[src/rtl/n_bit_adder_pkg.sv]
// Shared constants and types for the registered ripple adder.
// Optional flags (carry_out/overflow) are enabled by the ADDER_FLAGS_EN macro.
package n_bit_adder_pkg;

  localparam int DEFAULT_WIDTH = 32;

  // Registered status produced alongside the sum when flags are enabled.
  typedef struct packed {
    logic carry;
    logic ovf;
  } flags_t;

endpackage

[src/rtl/full_adder.sv]
// One-bit full adder; the leaf cell of the ripple carry chain.
module full_adder (
  input  logic a,
  input  logic b,
  input  logic cin,
  output logic sum,
  output logic cout
);

  // Plain sum/majority; no state.
  always_comb begin
    sum  = a ^ b ^ cin;
    cout = (a & b) | (a & cin) | (b & cin);
  end

endmodule

[src/rtl/n_bit_adder_reg.sv]
// WIDTH-bit ripple adder with a registered sum and a one-cycle valid pipe.
// Define ADDER_FLAGS_EN to add registered carry_out and signed overflow ports.
module n_bit_adder_reg
  import n_bit_adder_pkg::*;
#(
  parameter int WIDTH = DEFAULT_WIDTH
) (
  input  logic             clk,
  input  logic             rst_n,
  input  logic             in_valid,
  input  logic [WIDTH-1:0] input1,
  input  logic [WIDTH-1:0] input2,
  output logic [WIDTH-1:0] answer,
  output logic             out_valid
`ifdef ADDER_FLAGS_EN
  ,
  output logic             carry_out,
  output logic             overflow
`endif
);

  // Carry chain: c[0] is the tied-off carry-in, c[WIDTH] leaves the MSB.
  logic [WIDTH:0]   c;
  logic [WIDTH-1:0] s;

  // valid pipe: [0] is the incoming beat, [1] the registered result valid.
  logic [1:0] vld_pipe;

  assign c[0]        = 1'b0;
  assign vld_pipe[0] = in_valid;

  for (genvar i = 0; i < WIDTH; i++) begin : g_chain
    full_adder u_fa (
      .a    (input1[i]),
      .b    (input2[i]),
      .cin  (c[i]),
      .sum  (s[i]),
      .cout (c[i+1])
    );
  end

  // Capture the sum on a valid beat; valid itself follows in_valid every edge.
  always_ff @(posedge clk or negedge rst_n) begin
    if (!rst_n) begin
      answer      <= '0;
      vld_pipe[1] <= 1'b0;
    end else begin
      vld_pipe[1] <= vld_pipe[0];
      if (vld_pipe[0]) answer <= s;
    end
  end

  assign out_valid = vld_pipe[1];

`ifdef ADDER_FLAGS_EN
  flags_t flags_d, flags_q;

  // Signed overflow: operands agree in sign but the sum does not.
  always_comb begin
    flags_d.carry = c[WIDTH];
    flags_d.ovf   = (input1[WIDTH-1] == input2[WIDTH-1]) &&
                    (s[WIDTH-1] != input1[WIDTH-1]);
  end

  // Flags share the answer's enable so they always describe the held sum.
  always_ff @(posedge clk or negedge rst_n) begin
    if (!rst_n)           flags_q <= '0;
    else if (vld_pipe[0]) flags_q <= flags_d;
  end

  assign carry_out = flags_q.carry;
  assign overflow  = flags_q.ovf;
`else
  // Carry out of the MSB is intentionally dropped in the plain build.
  logic unused_carry;
  assign unused_carry = c[WIDTH];
`endif

endmodule

[config.mk]
export PLATFORM = sky130hd
export DESIGN_NAME = n_bit_adder_reg
export DESIGN_NICKNAME = d
export VERILOG_FILES = /design/src/rtl/n_bit_adder_pkg.sv /design/src/rtl/full_adder.sv /design/src/rtl/n_bit_adder_reg.sv
export SDC_FILE = /design/constraint.sdc
export NUM_CORES = 1
export LEC_CHECK = 0
export CAP_MARGIN = 25
export CORE_MARGIN = 8
export CORE_UTILIZATION = 42
export DETAILED_ROUTE_END_ITERATION = 8
export GPL_TIMING_DRIVEN = 0
export PLACE_DENSITY_LB_ADDON = 0.2
export SLEW_MARGIN = 20
export SYNTH_ARGS = -nofsm -noshare
export SYNTH_HDL_FRONTEND = slang
export SYNTH_SLANG_ARGS = --single-unit
[constraint.sdc]
create_clock -name clk -period 2.2 [get_ports clk]
set_clock_uncertainty 0.2 [all_clocks]
set_input_delay 0.66 -clock clk [delete_from_list [all_inputs] [get_ports clk]]
set_output_delay 0.66 -clock clk [all_outputs]
set_load 0.005 [all_outputs]
-- Yosys cells after proc, flatten, opt, wreduce, memory -nomap -nowiden
Cells that the tools add are included.
- word-level logic and storage cells: 216
- output and inout port bits: 33
- register bits: 33
- input port bits: 67
- bitwise operators: 214
- operators by type and width (cell ; number):
    $and A1 B1 Y1 ; 91
    $xor A1 B1 Y1 ; 63
    $or A1 B1 Y1 ; 60

-- Depth between registers and ports, before layout
Gate-level depths: netlist of run 1.
- depth after elaboration: 92
- mapped depth: 33

-- Cells and area by module
From an unflattened synthesis of run 1, not the netlist that was laid out.
- cell total of the unflattened synthesis: 102
- area, all modules: 2014.4 um2
- by module, submodules not included (module ; sequential area each (um2) ; cells each ; area each (um2) ; times used):
    n_bit_adder_reg ; 825.8 ; 70 ; 1373.8 ; 1
    full_adder ; 0.0 ; 1 ; 20.0 ; 32

-- Worst setup path before layout of run 1
No wires, ideal clock.
- path kind: input to register
- from: input input1[0]
- to: register answer[31]
- data required time: 1875 ps
- arrival: 12648 ps
- buffers on the path: 0
- library setup time: 125 ps
- cell stages on the path: 33
- slack: -10773 ps
- cells stage by stage: ha_1 fa_1 fa_1 fa_1 fa_1 fa_1 fa_1 fa_1 fa_1 fa_1 fa_1 fa_1 fa_1 fa_1 fa_1 fa_1 fa_1 fa_1 fa_1 fa_1 fa_1 fa_1 fa_1 fa_1 fa_1 fa_1 fa_1 fa_1 fa_1 fa_1 fa_1 xor3_1 mux2_4
- longest elaborated chain between the ends: 92
- elaborated cells on any way between the ends: 122
- classes of those cells: 122 x bitwise
- ends and longest elaborated chain (what ; line ; text):
    from (decl) ; n_bit_adder_reg.sv:11 ; input logic [WIDTH-1:0] input1,
    $and A1 B1 Y1 * ; full_adder.sv:13 ; cout = (a & b) | (a & cin) | (b & cin);
    $and A1 B1 Y1 ; full_adder.sv:13 ;
    $or A1 B1 Y1 ; full_adder.sv:13 ;
    $or A1 B1 Y1 * ; full_adder.sv:13 ;
    $and A1 B1 Y1 ; full_adder.sv:13 ;
    $or A1 B1 Y1 ; full_adder.sv:13 ;
    $or A1 B1 Y1 * ; full_adder.sv:13 ;
    $and A1 B1 Y1 ; full_adder.sv:13 ;
    [76 not listed] ; -- ;
    $or A1 B1 Y1 * ; full_adder.sv:13 ;
    $and A1 B1 Y1 ; full_adder.sv:13 ;
    $or A1 B1 Y1 ; full_adder.sv:13 ;
    $or A1 B1 Y1 * ; full_adder.sv:13 ;
    $and A1 B1 Y1 ; full_adder.sv:13 ;
    $or A1 B1 Y1 ; full_adder.sv:13 ;
    $or A1 B1 Y1 * ; full_adder.sv:13 ;
    $xor A1 B1 Y1 * ; full_adder.sv:12 ; sum = a ^ b ^ cin;
    to (signal assigned) ; n_bit_adder_reg.sv:49 ; if (vld_pipe[0]) answer <= s;
    to (decl) ; n_bit_adder_reg.sv:13 ; output logic [WIDTH-1:0] answer,
Every way passes the cells marked *; elsewhere a longest branch is shown, timed or not.
A chain may end at the register's enable or synchronous reset.

-- Worst setup path after layout of run 1
Ends and elaborated chain as after synthesis.

==> impl_results.md, run 1 <==
- Pre-CTS setup slack: -10410 ps
- Endpoint, Worst Hold: answer[2]
- Leak pwr: between 1 and 1.5 nW
- Utilization after layout: 0.741
- Final std cells w/o fill: roughly 260
- Clock Power Share: 0.202
- CP Class: in -> reg
- Commonest non-fill, non-tap cells in the layout: clkdlybuf4s50_1, dfrtp_1, fa_2
- Final setup margin: -9720 ps
- Antenna violations before repair: 0
- DR pass1 iterations: 4
- Iter 0 DRT Violations: 39
- R2r startpoint: answer[23]
- Post-placement cell count: 253
- CP max stage delay: 370 ps
- Synth area leader: dfrtp_1
- Met3 routed wirelength: 560 um
- Status: finished, violations left
- IO Pins: 100
- Failing checks: setup timing
- Ant diodes: 0
- Uppermost routed layer: met4
- Post-CTS Setup Repair Bufs: 0
- Die Footprint: 6850 sq um
- Core area: approximately 4300 sq um
- Synth cell types: 8
- I/O Buffers: 99
- Cells after Synth: 101
- Total track usage: 0.169
- CTS max path bufs: 2
- Worst-skew pair later-pin latency: 280 ps
- Post-Syn Area per Cell: 18.5 sq um
- Reg power frac: 0.386
- Fin. Hold Viols: 0
- Antenna-violating nets left: 0
- DR vias/cell: 4.79
- Mux contribution to synthesized area: 0.198
- Via count: 1255
- Critical path fanouts, max: 1
- Nets: 307
- RSZ-0062 raised after global routing: yes
- WP data arrival: 11890 ps
- CTS tree: yes
- Height of the die: 82.8 um
- Total congestion overflow: 0
- FF+latch count, synth: 33
- H-tree Lvls: 2
- Synth top area cells: dfrtp_1, fa_1, mux2_2
- Row cnt: 24
- Fraction of layout cells with a size suffix above 1: 0.381
- Wire length per cell: 20.2 um
- Area Growth Syn to Fin: 71.0%
- Min-delay src: answer[2]
- CTS sink cnt: 33
- RR Endpoint: answer[23]
- Die X: 82.8 um
- Reg2Reg Depth: 1
- Fmax: 83.9 MHz
- Rel. slew slack: 0.880
- Detailed-route DRC error count: 0
- Min Hold Slack: 309 ps
- Total wire length: 5.29 mm
- Required time of the critical path: 2170 ps
- Fin crit share: 5.42
- Switching power: 0.000576 W
- Compound-Gate Fraction of Synth Area: 0
- Pwr Density: 677 nW/um^2
- Max-cap violations: 0
- Met2 WL post-DR: 2.95 mm
- Hold Crit Class: reg -> reg
- Post-Synth XOR/XNOR Area: 0.0127
- Cell area after synthesis: 1870 sq um
- Vias in the first global route: 1592
- Flop2flop setup slack: between 1000 and 1500 ps
- Most common cell after layout, fill and taps aside: clkdlybuf4s50_1
- Comb power frac: 0.412
- Yosys top cell area share: 0.441
- Int Power: roughly 0.0016 W
- Syn. warnings: 0
- CTS root buf: clkbuf_8
- Worst hold stages: 1
- GPL Wtd Cong: 0.775
- Final max-slew violation count: 0
- Simple-Gate Fraction of Synth Area: 0
- Sw Share: 0.266
- WL met1: about 1.8 mm
- Final setup vio count: 29
- First-pass GRT wire length: around 8.4 mm
- Crit path time final: around 12000 ps
- Most frequent CP cell: fa_2
- Adder-cell share of the synthesized area: 0.327
- Starting Density: 0.433
- Seq/Total Area, Yosys: 0.441
- Largest net degree at the start of global routing: 33
- Syn_nets: 199
- Max IR drop VDD: 403 uV
- Dpl hpwl: 4.36 mm
- Measured slew at the worst slew-check pin: 180 ps
- Endpoint type of the worst setup path: register
- Largest family of logic cells by synthesized area: adder cells
- Crit path max-delay cell type: fa_2
- Worst-path clk slew: 70 ps
- Total CTS buffers: 5
- CP Launch Type: input port
-- cell type report --
cell class	count	area, sq um
plain buffers	4	38.8
well taps	52	65.1
fillers	288	1120
flip-flops and latches	33	826
multi-input cells	64	1180
clock inverters	2	10.0
repair buffers	101	1010
clock buffers	6	72.6
-- per-stage QoR --
step | power, W | area, sq um | setup TNS, ps
finish | 0.00217 | 3200 | -144800
detailed placement | 0.00167 | 3040 | -165510
global placement | 0.00162 | 3020 | -175850
CTS | 0.00219 | 3200 | -145190
floorplan | 0.00110 | 1960 | -144540
global route | 0.00231 | 3200 | -148560
-- cell families (layout without fill, tap and decap cells) --
group / after synthesis / after routing
mux: 32 / 32
flops: 33 / 33
fa+ha+maj: 31 / 31
buf+inv: 4 / 113
xor+xnor: 1 / 1
-- power by group through the flow --
stage	sequential (W)	combinational, W	clock [W]
after floorplan	0.000844	0.000260	0
after global placement	0.000827	0.000789	0
after detailed placement	0.000842	0.000831	0
after CTS	0.000836	0.000906	0.000447
after global routing	0.000856	0.000972	0.000484
final	0.000837	0.000894	0.000438
-- routing by layer --
metal | up-vias | track usage
met4 | 0 | 0.0414
met1 | 645 | 0.173
met2 | 60 | 0.312
met3 | 2 | 0.0679
li1 | 548 | -
met5 | - | 0
-- synthesized netlist by cell type (all sizes together) --
cell type  number
clkbuf          1
mux2           32
xor3            1
buf             3
fa             30
ha              1
dfrtp          33
-- how the worst max path moves through the flow --
| stage | end | startpoint |
|---|---|---|
| 6_report | answer[31] | input1[0] |
| 5_1_grt | answer[31] | input1[0] |
| 4_1_cts | answer[31] | input1[0] |
| 3_5_place_dp | answer[31] | input1[0] |
| 3_3_place_gp | answer[31] | input1[0] |
| 2_1_floorplan | answer[31] | input1[0] |
-- registers in the layout (all words and copies together), names as in the netlist --
signal	flops
answer	32
out_valid	1
-- timing repair --
| item | in CTS | in global routing |
|---|---|---|
| hold buffers | 1 | 0 |
| resized for setup | 36 | 3 |
| endpoints found under the hold margin | 1 | 0 |
| setup endpoints to repair | 30 | 29 |
-- critical path, delay by kind of cell --
kind | cells | cell delay [ps]
XOR/XNOR | 1 | 190
adder cells (fa/ha/maj) | 31 | 10670
buffers and inverters | 1 | 100
multiplexers | 1 | 260
No activity file was read; power rests on OpenSTA's default activity.
==> run 2: changes to the inputs <==
--- a/config.mk
+++ b/config.mk
@@ -7,11 +7,13 @@
 export LEC_CHECK = 0
 export CAP_MARGIN = 25
 export CORE_MARGIN = 8
-export CORE_UTILIZATION = 42
+export CORE_UTILIZATION = 44
 export DETAILED_ROUTE_END_ITERATION = 8
 export GPL_TIMING_DRIVEN = 0
 export PLACE_DENSITY_LB_ADDON = 0.2
+export SKIP_CTS_REPAIR_TIMING = 1
 export SLEW_MARGIN = 20
 export SYNTH_ARGS = -nofsm -noshare
 export SYNTH_HDL_FRONTEND = slang
+export SYNTH_HIERARCHICAL = 1
 export SYNTH_SLANG_ARGS = --single-unit
==> impl_results.md, run 2 <==
- Synth top area cells: dfrtp_1, fa_1, mux2_4
- Max-cap violations: 0 (unchanged)
- Fin crit share: 5.63 (+0.209)
- Largest register FFs: 32 (unchanged)
- CP max stage delay: 420 ps (+50 ps)
- IO Pins: 100 (unchanged)
- Uppermost routed layer: met4
- Hold Crit Class: in -> async
- Post-synth EDFFs: 0 (unchanged)
- Core area: 4380 sq um (+1.4%)
- Syn_nets: 201 (+1.0%)
- Prevailing post-synth register cell: dfrtp_1
- Final setup margin: -10180 ps (-460 ps)
- Die Footprint: 7000 sq um (+2.1%)
- Leak pwr: 1.35 nW (+3.1%)
- Largest net degree at the start of global routing: 23 (-30%)
- Synth area leader: dfrtp_1
- Reg2Reg Depth: 1 (unchanged)
- WL met1: 1.92 mm (+8.9%)
- CP Launch Type: input port
- Asr flop ratio synth: 1.00 (unchanged)
- Critical path fanouts, max: 1 (unchanged)
- Syn. warnings: 6 (+6)
- CTS root buf: clkbuf_8
- Starting Density: 0.459 (+0.0263)
- RR Endpoint: answer[25]
- DR pass1 iterations: 4 (unchanged)
- Total CTS buffers: 5 (unchanged)
- Sequential Area: 826 sq um (unchanged)
- Height of the die: 83.7 um (+1.1%)
- Required time of the critical path: 2170 ps (about the same)
- Worst-path clk slew: 70 ps (about the same)
- Cell area after synthesis: 2010 sq um (+7.5%)
- Fmax: 80.8 MHz (-3.7%)
- Total track usage: 0.154 (-0.0148)
- RSZ-0062 raised after global routing: yes
- Post-placement cell count: 254 (+0.40%)
- Ant diodes: 0 (unchanged)
- DR vias/cell: 4.90 (+2.3%)
- Total chip power: 0.00222 W (+2.3%)
- FF+latch count, synth: 33 (unchanged)
- CTS max path bufs: 2 (unchanged)
- Yosys top cell area share: 0.410 (-0.0309)
- R2r startpoint: answer[25]
- Wire length per cell: 20.2 um (-0.15%)
- Dpl hpwl: 4.37 mm (+0.22%)
- Fraction of layout cells with a size suffix above 1: 0.368 (-0.0125)
- Area Growth Syn to Fin: 61.9%
- Final setup vio count: 29 (unchanged)
- Critical path's top delay family: adder cells
- CP Class: in -> reg
- Buffer and inverter count on the worst path: 1 (unchanged)
- Failing checks: setup timing
- Most frequent CP cell: fa_2
- Multi-input gate area: 1200 sq um (+1.4%)
- Utilization after layout: 0.744 (+0.00327)
- WP data arrival: 12350 ps (+460 ps)
- Most common cell after layout, fill and taps aside: clkdlybuf4s50_1
- Total congestion overflow: 0 (unchanged)
- Crit path time final: 12380 ps (+460 ps)
- Max IR drop VDD: 347 uV (-14%)
- Met3 routed wirelength: 458 um (-18%)
- Status: finished, violations left
- Fillers: 298 (+3.5%)
- Detailed-route DRC error count: 0 (unchanged)
- Flop2flop setup slack: 1210 ps (about the same)
- Antenna violations before repair: 0 (unchanged)
- Crit path max-delay cell type: fa_1
- Antenna-violating nets left: 0 (unchanged)
- Via count: 1279 (+1.9%)
- Worst-skew pair later-pin latency: 280 ps (about the same)
- Final std cells w/o fill: 261 (-0.38%)
- Final max-slew violation count: 0 (unchanged)
- Synth cell count leaders: dfrtp_1, fa_1, mux2_4
- Fin. Hold Viols: 0 (unchanged)
- Area of placed instances: 3170 sq um (+4.5%)
- CTS sink cnt: 33 (unchanged)
- H-tree Lvls: 2 (unchanged)
- Nets: 308 (+0.33%)
- Total wire length: 5.26 mm (-0.53%)
- Post-Layout Inst Area: 3260 sq um (+1.8%)
- I/O Buffers: 99 (unchanged)
- GPL Wtd Cong: 0.798 (+3.0%)
- Cells after Synth: 102 (+0.99%)
- Most used standard cell by instance count after synthesis: dfrtp_1
- CTS tree: yes
- Die X: 83.7 um (+1.1%)
- Worst setup path start: input2[0]
- Iter 0 DRT Violations: 26 (-33%)
- Min Hold Slack: 72.2 ps (-237 ps)
- Vias in the first global route: 1633 (+2.6%)
- Seq/Total Area, Yosys: 0.410 (-0.0309)
- Post-Syn Area per Cell: 19.7 sq um (+6.5%)
- Largest reg by FF count: answer
- Endpoint type of the worst setup path: register
- Met2 WL post-DR: 2.85 mm (-3.2%)
- Synth cell types: 7 (-1)
- Row cnt: 24 (unchanged)
- Pwr Density: 680 nW/um^2 (+0.49%)
- First-pass GRT wire length: 8.50 mm (+1.5%)
- Commonest non-fill, non-tap cells in the layout: clkdlybuf4s50_1, dfrtp_1, mux2_4, fa_2, clkbuf_8
[run 2: cell types whose count changed after synthesis, sizes merged]
| cell | change |
|---|---|
| ha | -1 |
| buf | +1 |
| clkbuf | -1 |
| conb | +1 |
| xor3 | -1 |
| fa | +2 |
[run 2: area by class of cell]
cell class | count | share of cell area
Buffer | 4 | 0.0219
Clock buffer | 7 | 0.0265
Multi-Input combinational cell | 65 | 0.367
Sequential cell | 33 | 0.253
Tap cell | 52 | 0.0199
Timing Repair Buffer | 100 | 0.311
[run 2: worst max-delay path by stage]
| stage | end | cells past startpoint |
|---|---|---|
| finish | answer[31] | 34 |
| detailed placement | answer[31] | 34 |
| floorplan | answer[31] | 33 |
| global placement | answer[31] | 34 |
| global route | answer[31] | 34 |
| CTS | answer[31] | 34 |
[run 2: metrics by stage]
| step | TNS (ps) | setup slack [ps] |
|---|---|---|
| 4_1_cts | -165840 | -10620 |
| 6_report | -152980 | -10180 |
| 3_5_place_dp | -174910 | -10920 |
| 5_1_grt | -156540 | -10420 |
| 2_1_floorplan | -152890 | -10040 |
| 3_3_place_gp | -183590 | -10740 |
[run 2: power breakdown]
part	switching (W)	internal, W	leakage, nW
sequential	0.0000843	0.000754	0.386
combinational	0.000275	0.000642	0.924
clock	0.000216	0.000248	0.0443
[run 2: cell families (layout without fill, tap and decap cells)]
logic type,count (synthesis),after routing,share of synthesized area
flip-flops,33,33,0.410
adder cells (fa/ha/maj),32,32,0.318
multiplexers,32,32,0.235
buffers and inverters,4,111,0.0354
other,1,1,0.00186
[run 2: metal layers]
layer / global-route usage / vias to the layer above
met3: 0.0684 / 2
met2: 0.272 / 62
met1: 0.161 / 667
met5: 0 / -
met4: 0.0424 / 0
li1: - / 548
==> run 3: changes to the inputs <==
--- a/config.mk
+++ b/config.mk
@@ -12,7 +12,7 @@
 export GPL_TIMING_DRIVEN = 0
 export PLACE_DENSITY_LB_ADDON = 0.2
 export SKIP_CTS_REPAIR_TIMING = 1
-export SLEW_MARGIN = 20
+export SLEW_MARGIN = 5
 export SYNTH_ARGS = -nofsm -noshare
 export SYNTH_HDL_FRONTEND = slang
 export SYNTH_HIERARCHICAL = 1
==> impl_results.md, run 3 (synthesis results as in run 2) <==
- Clock Power Share: 0.206 (-0.003)
- DR vias/cell: 4.82 (-1.7%)
- Fraction of layout cells with a size suffix above 1: 0.365 (-0.00304)
- Critical Path Stages: 34 (unchanged)
- Fmax: 79.3 MHz (-1.8%)
- Post-Layout Inst Area: 3230 sq um (-0.92%)
- Die Footprint: 7000 sq um (unchanged)
- Status: finished, violations left
- Multi-input gate area: 1200 sq um (unchanged)
- Sequential Area: 826 sq um (unchanged)
- DR pass1 iterations: 4 (unchanged)
- Largest net degree at the start of global routing: 34 (+48%)
- Fin. Hold Viols: 0 (unchanged)
- Required time of the critical path: 2170 ps (about the same)
- Via count: 1253 (-2.0%)
- Fillers: 297 (-0.34%)
- Core area: 4380 sq um (unchanged)
- Most frequent CP cell: fa_2
- Vias in the first global route: 1647 (+0.86%)
- Hold Crit Class: in -> async
- CP Class: in -> reg
- Pwr Density: 682 nW/um^2 (+0.31%)
- Crit path max-delay cell type: fa_1
- Sw Share: 0.256 (-0.00343)
- CP Launch Type: input port
- First-pass GRT wire length: 8.42 mm (-0.96%)
- Comb power frac: 0.413 (about the same)
- WP data arrival: 12580 ps (+230 ps)
- Nets: 307 (-0.32%)
- Dpl hpwl: 4.31 mm (-1.4%)
- Fin crit share: 5.73 (+0.104)
- Reg2Reg Depth: 1 (unchanged)
- Switching power: 0.000564 W (-1.9%)
- Rel. slew slack: 0.511
- Largest register FFs: 32 (unchanged)
- Leak pwr: 1.33 nW (-1.6%)
- Failing checks: setup timing
- Antenna-violating nets left: 0 (unchanged)
- RR Endpoint: answer[25]
- Reg power frac: 0.381 (+0.003)
- Antenna violations before repair: 0 (unchanged)
- GPL Wtd Cong: 0.798 (unchanged)
- Pre-CTS setup slack: -10940 ps (-18.7 ps)
- Total wire length: 5.15 mm (-2.1%)
- CP max stage delay: 420 ps (about the same)
- CTS max path bufs: 2 (unchanged)
- Flop2flop setup slack: 1200 ps (about the same)
- Int Power: 0.00164 W (-0.15%)
- Height of the die: 83.7 um (unchanged)
- Critical path fanouts, max: 1 (unchanged)
- Total CTS buffers: 5 (unchanged)
- Worst-path clk slew: 70 ps (about the same)
- Row cnt: 24 (unchanged)
- Iter 0 DRT Violations: 72 (+180%)
- Measured slew at the worst slew-check pin: 733 ps
- Starting Density: 0.459 (unchanged)
- R2r startpoint: answer[25]
- Final max-slew violation count: 0 (unchanged)
- Commonest non-fill, non-tap cells in the layout: clkdlybuf4s50_1, dfrtp_1, mux2_4, fa_2, clkbuf_8
- CTS tree: yes
- Largest reg by FF count: answer
- Detailed-route DRC error count: 0 (unchanged)
- Ant diodes: 0 (unchanged)
- Max IR drop VDD: 369 uV (+6.3%)
- Crit path time final: 12610 ps (+230 ps)
- Area of placed instances: 3140 sq um (-0.87%)
- Max-cap violations: 0 (unchanged)
- Total track usage: 0.152 (-0.00158)
- CTS sink cnt: 33 (unchanged)
- Die X: 83.7 um (unchanged)
- I/O Buffers: 99 (unchanged)
- IO Pins: 100 (unchanged)
- RSZ-0062 raised after global routing: yes
- Endpoint type of the worst setup path: register
- Buffer and inverter count on the worst path: 1 (unchanged)
- Wire length per cell: 19.8 um (-1.8%)
- Most common cell after layout, fill and taps aside: clkdlybuf4s50_1
- Critical path's top delay family: adder cells
- Final setup vio count: 30 (+3.4%)
- CTS root buf: clkbuf_8
- H-tree Lvls: 2 (unchanged)
- Final setup margin: -10410 ps (-230 ps)
- Worst-skew pair later-pin latency: 280 ps (about the same)
- Area Growth Syn to Fin: 60.4%
- Total congestion overflow: 0 (unchanged)
- Worst setup path start: input1[0]
## run 3: cell count changes in the layout (fill, tap and decap cells not counted)
| cell | delta |
|---|---|
| buf_16 | -1 |
| clkdlybuf4s50_1 | +1 |
| dlymetal6s2s_1 | -1 |
## run 3: how the worst max path moves through the flow
stage	to
after floorplan	answer[31]
after global placement	answer[31]
after detailed placement	answer[31]
after CTS	answer[31]
after global routing	answer[31]
final	answer[31]
## run 3: cell type report
type,instances,share of cell area
multi-input combinational,65,0.371
timing repair buffer,99,0.305
sequential,33,0.256
clock buffer,7,0.0267
buffer,4,0.0221
tap,52,0.0201
## run 3: power groups by stage
| stage | sequential [W] | combinational [W] | clock [W] |
|---|---|---|---|
| final | 0.000839 | 0.000911 | 0.000455 |
| after global routing | 0.000854 | 0.000989 | 0.000503 |
| after detailed placement | 0.000848 | 0.000917 | 0 |
| after floorplan | 0.000852 | 0.000351 | 0 |
| after global placement | 0.000837 | 0.000878 | 0 |
| after CTS | 0.000840 | 0.000928 | 0.000470 |
## run 3: metal layers
metal	track usage	share of wire
met5	0	0
met1	0.153	0.36
met3	0.0693	0.087
met2	0.275	0.54
met4	0.0424	0.011
## run 3: stage by stage
stage	TNS, ps	cells	hold slack [ps]	util	total power [W]
floorplan	-152890	102	164	-	0.00120
global placement	-183590	253	289	0.718	0.00172
detailed placement	-175450	253	294	0.717	0.00176
CTS	-166190	260	266	0.737	0.00224
global route	-163420	260	292	0.737	0.00235
finish	-159430	260	239	0.737	0.00221
